<file path="src/rtl/comp_seq_ctrl.sv">
// Sequencer for an N-bit magnitude compare on one shared external 2-bit comparator slice, MSB pair first.
// Define COMP_EARLY_EXIT_EN to finish on the first unequal pair; by default latency is fixed at WIDTH/2 compare cycles.
module comp_seq_ctrl #(
    parameter int WIDTH = 8,
    parameter int IDX_W = ((WIDTH / 2) > 1) ? $clog2(WIDTH / 2) : 1
) (
    input  logic             clk,
    input  logic             rst_n,
    input  logic             start,
    input  logic [WIDTH-1:0] a,
    input  logic [WIDTH-1:0] b,
    output logic             busy,
    output logic             done,
    output logic             l,
    output logic             e,
    output logic             g,
    output logic [1:0]       slice_a,
    output logic [1:0]       slice_b,
    input  logic             slice_l,
    input  logic             slice_e,
    input  logic             slice_g
);

    localparam int P = WIDTH / 2;
    localparam logic [IDX_W-1:0] IDX_TOP = IDX_W'(P - 1);
    localparam logic [IDX_W-1:0] IDX_ZERO = {IDX_W{1'b0}};

    typedef enum logic [1:0] {
        ST_IDLE    = 2'd0,
        ST_COMPARE = 2'd1,
        ST_DONE    = 2'd2
    } state_t;

    state_t           state_r;
    logic [IDX_W-1:0] idx_r;
    logic [WIDTH-1:0] a_r;
    logic [WIDTH-1:0] b_r;
    logic             busy_r;
    logic             done_r;
    logic             l_r;
    logic             e_r;
    logic             g_r;
    logic [1:0]       slice_a_s;
    logic [1:0]       slice_b_s;
`ifndef COMP_EARLY_EXIT_EN
    logic             decided_r;
    logic             dec_l_r;
    logic             dec_g_r;
`endif

    function automatic logic [1:0] pair_sel(input logic [WIDTH-1:0] v, input logic [IDX_W-1:0] i);
        pair_sel = v[2 * i +: 2];
    endfunction

    assign busy    = busy_r;
    assign done    = done_r;
    assign l       = l_r;
    assign e       = e_r;
    assign g       = g_r;
    assign slice_a = slice_a_s;
    assign slice_b = slice_b_s;

    // Present the current latched bit pair to the slice only while comparing.
    always_comb begin
        slice_a_s = 2'b00;
        slice_b_s = 2'b00;
        if (state_r == ST_COMPARE) begin
            slice_a_s = pair_sel(a_r, idx_r);
            slice_b_s = pair_sel(b_r, idx_r);
        end else begin
            slice_a_s = 2'b00;
            slice_b_s = 2'b00;
        end
    end

    // Sequencer: accept, walk pairs MSB-first, resolve, then pulse done.
    always_ff @(posedge clk or negedge rst_n) begin
        if (!rst_n) begin
            state_r   <= ST_IDLE;
            idx_r     <= IDX_ZERO;
            a_r       <= {WIDTH{1'b0}};
            b_r       <= {WIDTH{1'b0}};
            busy_r    <= 1'b0;
            done_r    <= 1'b0;
            l_r       <= 1'b0;
            e_r       <= 1'b0;
            g_r       <= 1'b0;
`ifndef COMP_EARLY_EXIT_EN
            decided_r <= 1'b0;
            dec_l_r   <= 1'b0;
            dec_g_r   <= 1'b0;
`endif
        end else begin
            case (state_r)
                ST_IDLE: begin
                    done_r <= 1'b0;
                    if (start) begin
                        a_r       <= a;
                        b_r       <= b;
                        idx_r     <= IDX_TOP;
                        busy_r    <= 1'b1;
                        state_r   <= ST_COMPARE;
`ifndef COMP_EARLY_EXIT_EN
                        decided_r <= 1'b0;
`endif
                    end else begin
                        state_r <= ST_IDLE;
                    end
                end
                ST_COMPARE: begin
`ifdef COMP_EARLY_EXIT_EN
                    if (!slice_e) begin
                        l_r     <= slice_l;
                        g_r     <= slice_g;
                        e_r     <= 1'b0;
                        busy_r  <= 1'b0;
                        state_r <= ST_DONE;
                    end else if (idx_r == IDX_ZERO) begin
                        l_r     <= 1'b0;
                        g_r     <= 1'b0;
                        e_r     <= 1'b1;
                        busy_r  <= 1'b0;
                        state_r <= ST_DONE;
                    end else begin
                        idx_r <= idx_r - 1'b1;
                    end
`else
                    // Later pairs are still walked but cannot override the first decision.
                    if (idx_r == IDX_ZERO) begin
                        busy_r  <= 1'b0;
                        state_r <= ST_DONE;
                        if (decided_r) begin
                            l_r <= dec_l_r;
                            g_r <= dec_g_r;
                            e_r <= 1'b0;
                        end else if (!slice_e) begin
                            l_r <= slice_l;
                            g_r <= slice_g;
                            e_r <= 1'b0;
                        end else begin
                            l_r <= 1'b0;
                            g_r <= 1'b0;
                            e_r <= 1'b1;
                        end
                    end else begin
                        idx_r <= idx_r - 1'b1;
                        if (!decided_r && !slice_e) begin
                            decided_r <= 1'b1;
                            dec_l_r   <= slice_l;
                            dec_g_r   <= slice_g;
                        end else begin
                            decided_r <= decided_r;
                        end
                    end
`endif
                end
                ST_DONE: begin
                    done_r  <= 1'b1;
                    state_r <= ST_IDLE;
                end
                default: begin
                    busy_r  <= 1'b0;
                    done_r  <= 1'b0;
                    state_r <= ST_IDLE;
                end
            endcase
        end
    end

endmodule

</file>
<file path="config.mk">
export PLATFORM = sky130hd
export DESIGN_NAME = comp_seq_ctrl
export DESIGN_NICKNAME = d
export VERILOG_FILES = /design/src/rtl/comp_seq_ctrl.sv
export SDC_FILE = /design/constraint.sdc
export NUM_CORES = 1
export LEC_CHECK = 0
export BUFFER_PORTS_ARGS = -buffer_cell sky130_fd_sc_hd__buf_2
export CAP_MARGIN = 0
export CORE_MARGIN = 5
export CORE_UTILIZATION = 47
export CTS_CLUSTER_SIZE = 8
export DETAILED_ROUTE_END_ITERATION = 8
export PLACE_DENSITY = 0.75
export SYNTH_ARGS = -nofsm -noshare
export SYNTH_HDL_FRONTEND = slang
export SYNTH_SLANG_ARGS = --single-unit
</file>
<file path="constraint.sdc">
create_clock -name clk -period 1.75 [get_ports clk]
set_input_delay 0.175 -clock clk [delete_from_list [all_inputs] [get_ports clk]]
set_output_delay 0.175 -clock clk [all_outputs]
set_load 0.01 [all_outputs]
</file>
After elaboration in Yosys (flattened, before gate mapping). Index checks and enable logic that the tools add are counted.

$add $sub $neg: 1. Equal/unequal tests: 6. Shifts and indexed selects: 2. Mux-type cells: 22. Bitwise gates (word level): 2. Reduce and logical (&&, ||, !) cells: 12.

Operators by type and width (count): $shiftx 8x4->2 (2); $mux 1 (12); $mux 2 (5); $reduce_and 3->1 (3); $pmux 2 s2 (2); $logic_not 2->1 (2); $ne 2x1->1 const B (2); $ne 2x2->1 const B (2); $pmux 1 s2 (2); $reduce_and 2->1 (2); $reduce_and 4->1 (1); $pmux 1 s3 (1); $eq 2x1->1 const B (1); $eq 2x2->1 const B (1); $logic_not 1->1 (2); $not 1->1 (2); $reduce_bool 2->1 (1); $sub 2x1->2 const B (1); $logic_and 1x1->1 (1).

Bits in registers: 28. Bits of input ports: 22. Output and inout port bits: 9. Word-level logic and storage cells: 57.

Longest topological paths before layout. Gate-level depths: netlist (run 1).

Depth in word-level cells: 5. Depth in mapped cells: 6. Mapped depth without buffers: 5.

Least setup slack after synthesis (run 1). OpenSTA, ideal clock, no wires.

Kind: register to register. From: reg idx_r[0]. To: reg dec_g_r. Library setup time: 125 ps. Arrival: 1543 ps. Required time: 1625 ps. Slack: 82 ps. Cell stages (with the launch flop): 6. Buffers on the path: 1. Clock period less this slack: 1668 ps. Path through: dfrtp_1 -> buf_2 -> inv_1 -> ha_1 -> nor4_2 -> mux2_2.

Longest elaborated chain between the ends: 3.

Ends and longest elaborated chain: from (decl) (line 35) `logic [IDX_W-1:0] idx_r;`; from (signal assigned) (line 146) `idx_r <= idx_r - 1'b1;`; $logic_not 2->1 (line 129) `if (idx_r == IDX_ZERO) begin`; $not 1->1 (no line); $reduce_and 3->1 (no line); to (signal assigned) (line 150) `dec_g_r <= slice_g;`; to (decl) (line 48) `logic dec_g_r;`.

No other way between the ends. A chain may end at the register's enable or synchronous reset.

Worst setup path after layout (run 1).
From: reg idx_r[0]. To: out slice_a[0].

Longest elaborated chain between the ends: 2.

Ends and longest elaborated chain: $shiftx 8x4->2 (line 52) `pair_sel = v[2 * i +: 2];`; $mux 2 (line 67) `if (state_r == ST_COMPARE) begin`; to (decl) (line 17) `output logic [1:0] slice_a,`.

No other way between the ends.

==> results of run 1 <==
stage by stage:
step                      hold WS [ns]  area [µm²]  cells  setup TNS [ns]  setup WS [ns]
after CTS                       0.0574        1590    160          -0.139        -0.0392
after detailed placement         0.219        1510    153               0          0.211
after global routing            0.0480        1610    160          -0.498         -0.124
final                           0.0578        1610    160          -0.157        -0.0553
after global placement           0.210        1510    153               0          0.245
after floorplan                 -0.121        1330     92               0         0.0820
state kept, by name, indices dropped and copies added (netlist names):
name       count
g              1
b_r            8
dec_l_r        1
done           1
decided_r      1
idx_r          2
e              1
l              1
dec_g_r        1
a_r            8
state_r        2
busy           1
layout make-up:
class,instances,area share
tap,31,0.0241
clock buffer,4,0.0226
timing repair buffer,37,0.146
inverter,6,0.0140
multi-input combinational,54,0.357
sequential,28,0.436
critical path: cells and delay by family (launching register included):
family / cells / cell delay [ns]
buf+inv: 2 / 0.27
flops: 1 / 0.40
mux: 1 / 0.47
simple gates: 1 / 0.15
layout by cell type (no fill, tap or decap), types with 3 or more instances in the layout:
master and instances:
nand2_1 4, mux4_2 4, o21ai_0 3, clkbuf_4 3
nor2_1 4, buf_2 28, buf_6 3, inv_1 5
buf_4 4, mux2_2 9, dfrtp_1 28, mux2_4 9
what timing repair did:
item	4_1_cts	5_1_grt
setup buffers	2	0
hold buffers	1	0
endpoints found under the setup margin	3	6
gates resized for setup	3	2
hold endpoints to repair	28	0
metal layers:
| layer | track usage | routed length (µm) |
|---|---|---|
| met5 | 0 | 0 |
| met3 | 0.0302 | 86 |
| met1 | 0.159 | 1020 |
| met4 | 0.0545 | 42 |
| met2 | 0.210 | 1130 |
where the power goes:
group	switching [mW]	internal (mW)
logic	0.550	0.938
registers	0.220	0.962
clock network	0.183	0.128
synth_stat cells:
library cell / instances
o22a_1: 1
a22o_1: 1
inv_1: 5
a22oi_1: 2
nand2b_1: 1
o22ai_1: 1
o21ai_0: 3
a211oi_1: 1
mux2i_1: 2
nor3b_4: 1
buf_12: 1
nor4_2: 1
mux2_2: 9
buf_6: 2
nor2_1: 4
nand2_1: 4
mux4_2: 4
ha_1: 1
buf_2: 1
a21o_1: 1
dfrtp_1: 28
mux2_4: 9
nand2b_4: 1
nand3b_1: 1
inv_2: 1
nor2b_1: 4
a2bb2oi_1: 2
worst max-delay path by stage:
stage | startpoint | to | slack [ns] | cells after the start
final | idx_r[0] | slice_a[0] | -0.06 | 4
after global placement | idx_r[0] | dec_g_r | 0.25 | 4
after CTS | idx_r[0] | slice_b[0] | -0.04 | 4
after global routing | idx_r[0] | slice_a[0] | -0.12 | 4
after floorplan | idx_r[0] | dec_g_r | 0.08 | 5
after detailed placement | idx_r[0] | dec_g_r | 0.21 | 4
cells by family (layout without fill, tap and decap cells):
family                     after synthesis  count (layout)  share of synthesized area
DFF                                     28              28                      0.527
and+or+nand+nor                         17              17                     0.0856
adders and majority gates                1               1                    0.00941
buffers and inverters                   10              47                     0.0527
muxes                                   24              24                      0.261
AOI/OAI and AO/OA                       12              12                     0.0649
==> impl_metrics.yaml, run 1 <==
clock_tree:
  clkTransAtPathRegs_ns: 0.15
  cts_root_buf: "clkbuf_4"
  clk_path_buf_depth: 2
  h-tree-depth: 1
  cts_sinks: 28
  cts_made_buffers: 3
  insertion_delay_ns: 0.33
  cts_tree: "built"
layout:
  regArea_um2: 701
  utilization: 0.588
  num_antenna_cells: 0
  drive_gt1_frac: 0.527
  multi_input_area_um2: 574
  fill_cells: 208
  final_nets: 153
  area_delta_synth_final_pct: 20.8
detailed_routing:
  routed_wl_um: 2270
  drtAntennaViolNets: 0
  via_per_inst: 5.18
  drt_iter0_drc: 19
  num_vias: 829
  dr.pass1.iters: 2
  drc: 0
  wl_per_cell_um: 14.2
floorplanning:
  start_util: 0.486
  die_area_mm2: 0.00399
  fp.dieW_um: 63.2
  boundaryPins: 31
  core_mm2: 0.00273
  core.rowCount: 19
  die_h_um: 63.2
critical_path:
  start_kind: "flip-flop"
  critPathMaxStageDelay_ns: 0.47
  r2r_setup_slack_ns: 0.10
  cp.required_ns: 1.57
  path_cells: "buf_4 > mux4_2 > nor2b_1 > buf_2"
  worstSetupPathType: "reg -> out"
  critPathMaxFanout: 2
  r2r_cells: 5
  crit_arrival_ns: 1.63
  crit_slowest_cell: "mux4_2"
  end_kind: "output port"
  r2r_end: "dec_g_r"
  rr_startpoint: "idx_r[0]"
timing:
  fin_ws_ns: -0.0553
  worst_pin_slew_ns: 0.598
  slew_violations: 0
  fmax_ghz: 0.554
  fin_crit_ns: 1.81
  rsz0062_at_grt: "true"
  slew_headroom: 0.601
  hold_violations: 0
  finalCritPeriodShare: 1.03
  setup_viol: 4
  skew_ns: 0.0112
global_route:
  grt_overflow_total: 0
  track_usage: 0.127
  grt_pass1_vias: 906
  antenna_found_initial: 0
  grt_max_degree: 29
  grt_pass1_wl_um: 4070
synth:
  syn_nets: 115
  synth_top_area_cell: "dfrtp_1"
  synthCells: 92
  syn_area_mm2: 0.00133
  seq_area_frac_synth: 0.527
  yosys.area.top_type_share: 0.527
  avgSynthCellArea_um2: 14.5
  synth_warnings: 0
  ys_types: 27
  synth.area.top_cells: "dfrtp_1, mux2_4, mux2_2"
  ys_ff_latch: 28
outcome:
  violations: "negative setup slack"
  status: "complete, but fails checks"
worst_hold_path:
  whs_endpoint: "a_r[0]"
  whs_path_depth: 2
  worstHoldStart: "a[0]"
  hold_path.class: "in -> reg"
placement:
  dp_hpwl_um: 1670
  numPortBuffers: 30
  gp_congestion: 0.756
pwr:
  p_leak_nw: 0.780
  power_mw: 2.98
  powerDensity_mw_per_mm2: 1850
  ir_worst_vdd_mv: 1.02
run:
  drv_cap: 0
(Power assumes the default switching activity.)
==> run 2: changes to the inputs <==
Settings changed: ABC_AREA set to 1.
==> impl_metrics.yaml, run 2 <==
outcome:
  status: "finished, final reports clean"
synth:
  synth_top_area_cell: "dfrtp_1"
  syn_area_mm2: 0.00135
  synth-edff-count: 0
  ys_ff_latch: 28
  ys_types: 16
  yosysMostFrequentCell: "nand2_1"
  synthFlopType: "dfrtp_1"
  seq_area_frac_synth: 0.518
  yosys-top-cells-count: "nand2_1, dfrtp_1, inv_1"
  synthArstFlopShare: 1.00
  synth_warnings: 0
  synth.area.top_cells: "dfrtp_1, nand2_1, o21ai_2"
  syn_nets: 181
  yosys.area.top_type_share: 0.518
  synthCells: 158
  avgSynthCellArea_um2: 8.56
clock_tree:
  cts_hold_buffers: 1
  clk_path_buf_depth: 2
  cts_setup_buffers: 0
  ctsResizeCount: 0
  insertion_delay_ns: 0.34
  cts_root_buf: "clkbuf_4"
  cts_sinks: 28
  cts_tree: "built"
  cts_made_buffers: 3
  h-tree-depth: 1
  clkTransAtPathRegs_ns: 0.16
floorplanning:
  core_mm2: 0.00276
  die_h_um: 63.6
  die_area_mm2: 0.00405
  start_util: 0.490
  fp.dieW_um: 63.6
  boundaryPins: 31
  core.rowCount: 19
detailed_routing:
  via_per_inst: 4.98
  drtAntennaViolNets: 0
  drc: 0
  wl_per_cell_um: 12.2
  drt_iter0_drc: 57
  num_vias: 1100
  routed_wl_um: 2700
  dr.pass1.iters: 4
timing:
  fin_ws_ns: 0.159
  fin_crit_ns: 1.59
  finalCritPeriodShare: 0.909
  slew_headroom: 0.590
  slew_violations: 0
  tns_ns: 0
  fmax_ghz: 0.628
  hold_violations: 0
  worst_pin_slew_ns: 0.614
  rsz0062_at_grt: "false"
  skew_ns: 0.0132
  setup_viol: 0
worst_hold_path:
  hold_path.class: "in -> reg"
run:
  drv_cap: 0
critical_path:
  end_kind: "output port"
  worstSetupPathType: "reg -> out"
  start_kind: "flip-flop"
  crit_arrival_ns: 1.42
  cp.required_ns: 1.57
  critPathMaxFanout: 9
pwr:
  ir_worst_vdd_mv: 1.22
  powerDensity_mw_per_mm2: 1850
  p_leak_nw: 0.857
placement:
  gp_congestion: 0.828
  pre_cts_ws_ns: 0.321
  dp_hpwl_um: 2060
  numPortBuffers: 30
layout:
  area_delta_synth_final_pct: 16.3
  mostFrequentLayoutCell: "nand2_1"
  final_nets: 214
  final_cell_mix: "nand2_1, buf_2, dfrtp_1"
  reg_top3: "a_r (8), b_r (8)"
  drive_gt1_frac: 0.321
  num_antenna_cells: 0
global_route:
  grt_max_degree: 34
  track_usage: 0.148
  grt_pass1_wl_um: 4840
  grt_overflow_total: 0
  antenna_found_initial: 0
  grt_pass1_vias: 1113
==> run 2: changes by cell type after synthesis, moves of 9 or more <==
| cell | before | now |
|---|---|---|
| o21ai_2 | 0 | 17 |
| inv_1 | 5 | 19 |
| nand3_1 | 0 | 11 |
| mux2_2 | 9 | 0 |
| nand2_1 | 4 | 58 |
| mux2_4 | 9 | 0 |
==> run 2: worst paths after layout <==
check / startpoint / endpoint / slack [ns] / depth (start not counted)
max in group asynchronous: rst_n / a_r[2] / 0.98 / 2
min reg2reg: g / g / 0.51 / 2
max reg2reg: idx_r[1] / dec_l_r / 0.33 / 8
max: idx_r[0] / slice_a[0] / 0.16 / 5
min: b[2] / b_r[2] / 0.03 / 3
min in group asynchronous: rst_n / b_r[5] / 0.36 / 2
==> run 2: power breakdown <==
part           total [mW]  switching (mW)  internal [mW]  leakage, nW
registers            1.10           0.146          0.953        0.346
clock network       0.430           0.198          0.232       0.0279
logic                1.38           0.871          0.513        0.483
==> run 2: critical path, cell delays in order, from the launching register on <==
cell and delay [ns]:
dfrtp_1 0.43, buf_4 0.17, nand2_1 0.07, nand3_1 0.08, a21oi_1 0.18, buf_2 0.16
==> run 2: logic make-up after synthesis <==
group | after synthesis | synth area share
AOI/OAI and AO/OA | 26 | 0.143
adders and majority gates | 1 | 0.00925
buffers and inverters | 29 | 0.0999
DFF | 28 | 0.518
and+or+nand+nor | 74 | 0.229
==> run 2: routing by layer <==
| layer | up-vias | routed length (µm) | GRT usage |
|---|---|---|---|
| li1 | 558 | - | - |
| met1 | 509 | 1190 | 0.178 |
| met2 | 28 | 1320 | 0.254 |
| met3 | 5 | 151 | 0.0373 |
| met5 | - | 0 | 0 |
| met4 | 0 | 40 | 0.0545 |
==> run 2: layout make-up <==
cell class | instances | area [µm²]
Fill cell | 267 | 1180
Sequential cell | 28 | 701
Clock buffer | 3 | 22.5
Inverter | 25 | 96.3
Tap cell | 31 | 38.8
Timing Repair Buffer | 32 | 168
Multi-Input combinational cell | 101 | 517
Clock inverter | 1 | 30.0
==> run 2: per-stage QoR <==
step | util | hold WS [ns] | total power [mW] | instance area [µm²] | instances
5_1_grt | 0.570 | 0.0255 | 3.17 | 1570 | 221
2_1_floorplan | - | -0.121 | 2.17 | 1350 | 158
6_report | 0.570 | 0.0278 | 2.91 | 1570 | 221
3_5_place_dp | 0.548 | 0.226 | 2.52 | 1510 | 216
4_1_cts | 0.570 | 0.0296 | 2.94 | 1570 | 221
3_3_place_gp | 0.548 | 0.214 | 2.45 | 1510 | 216
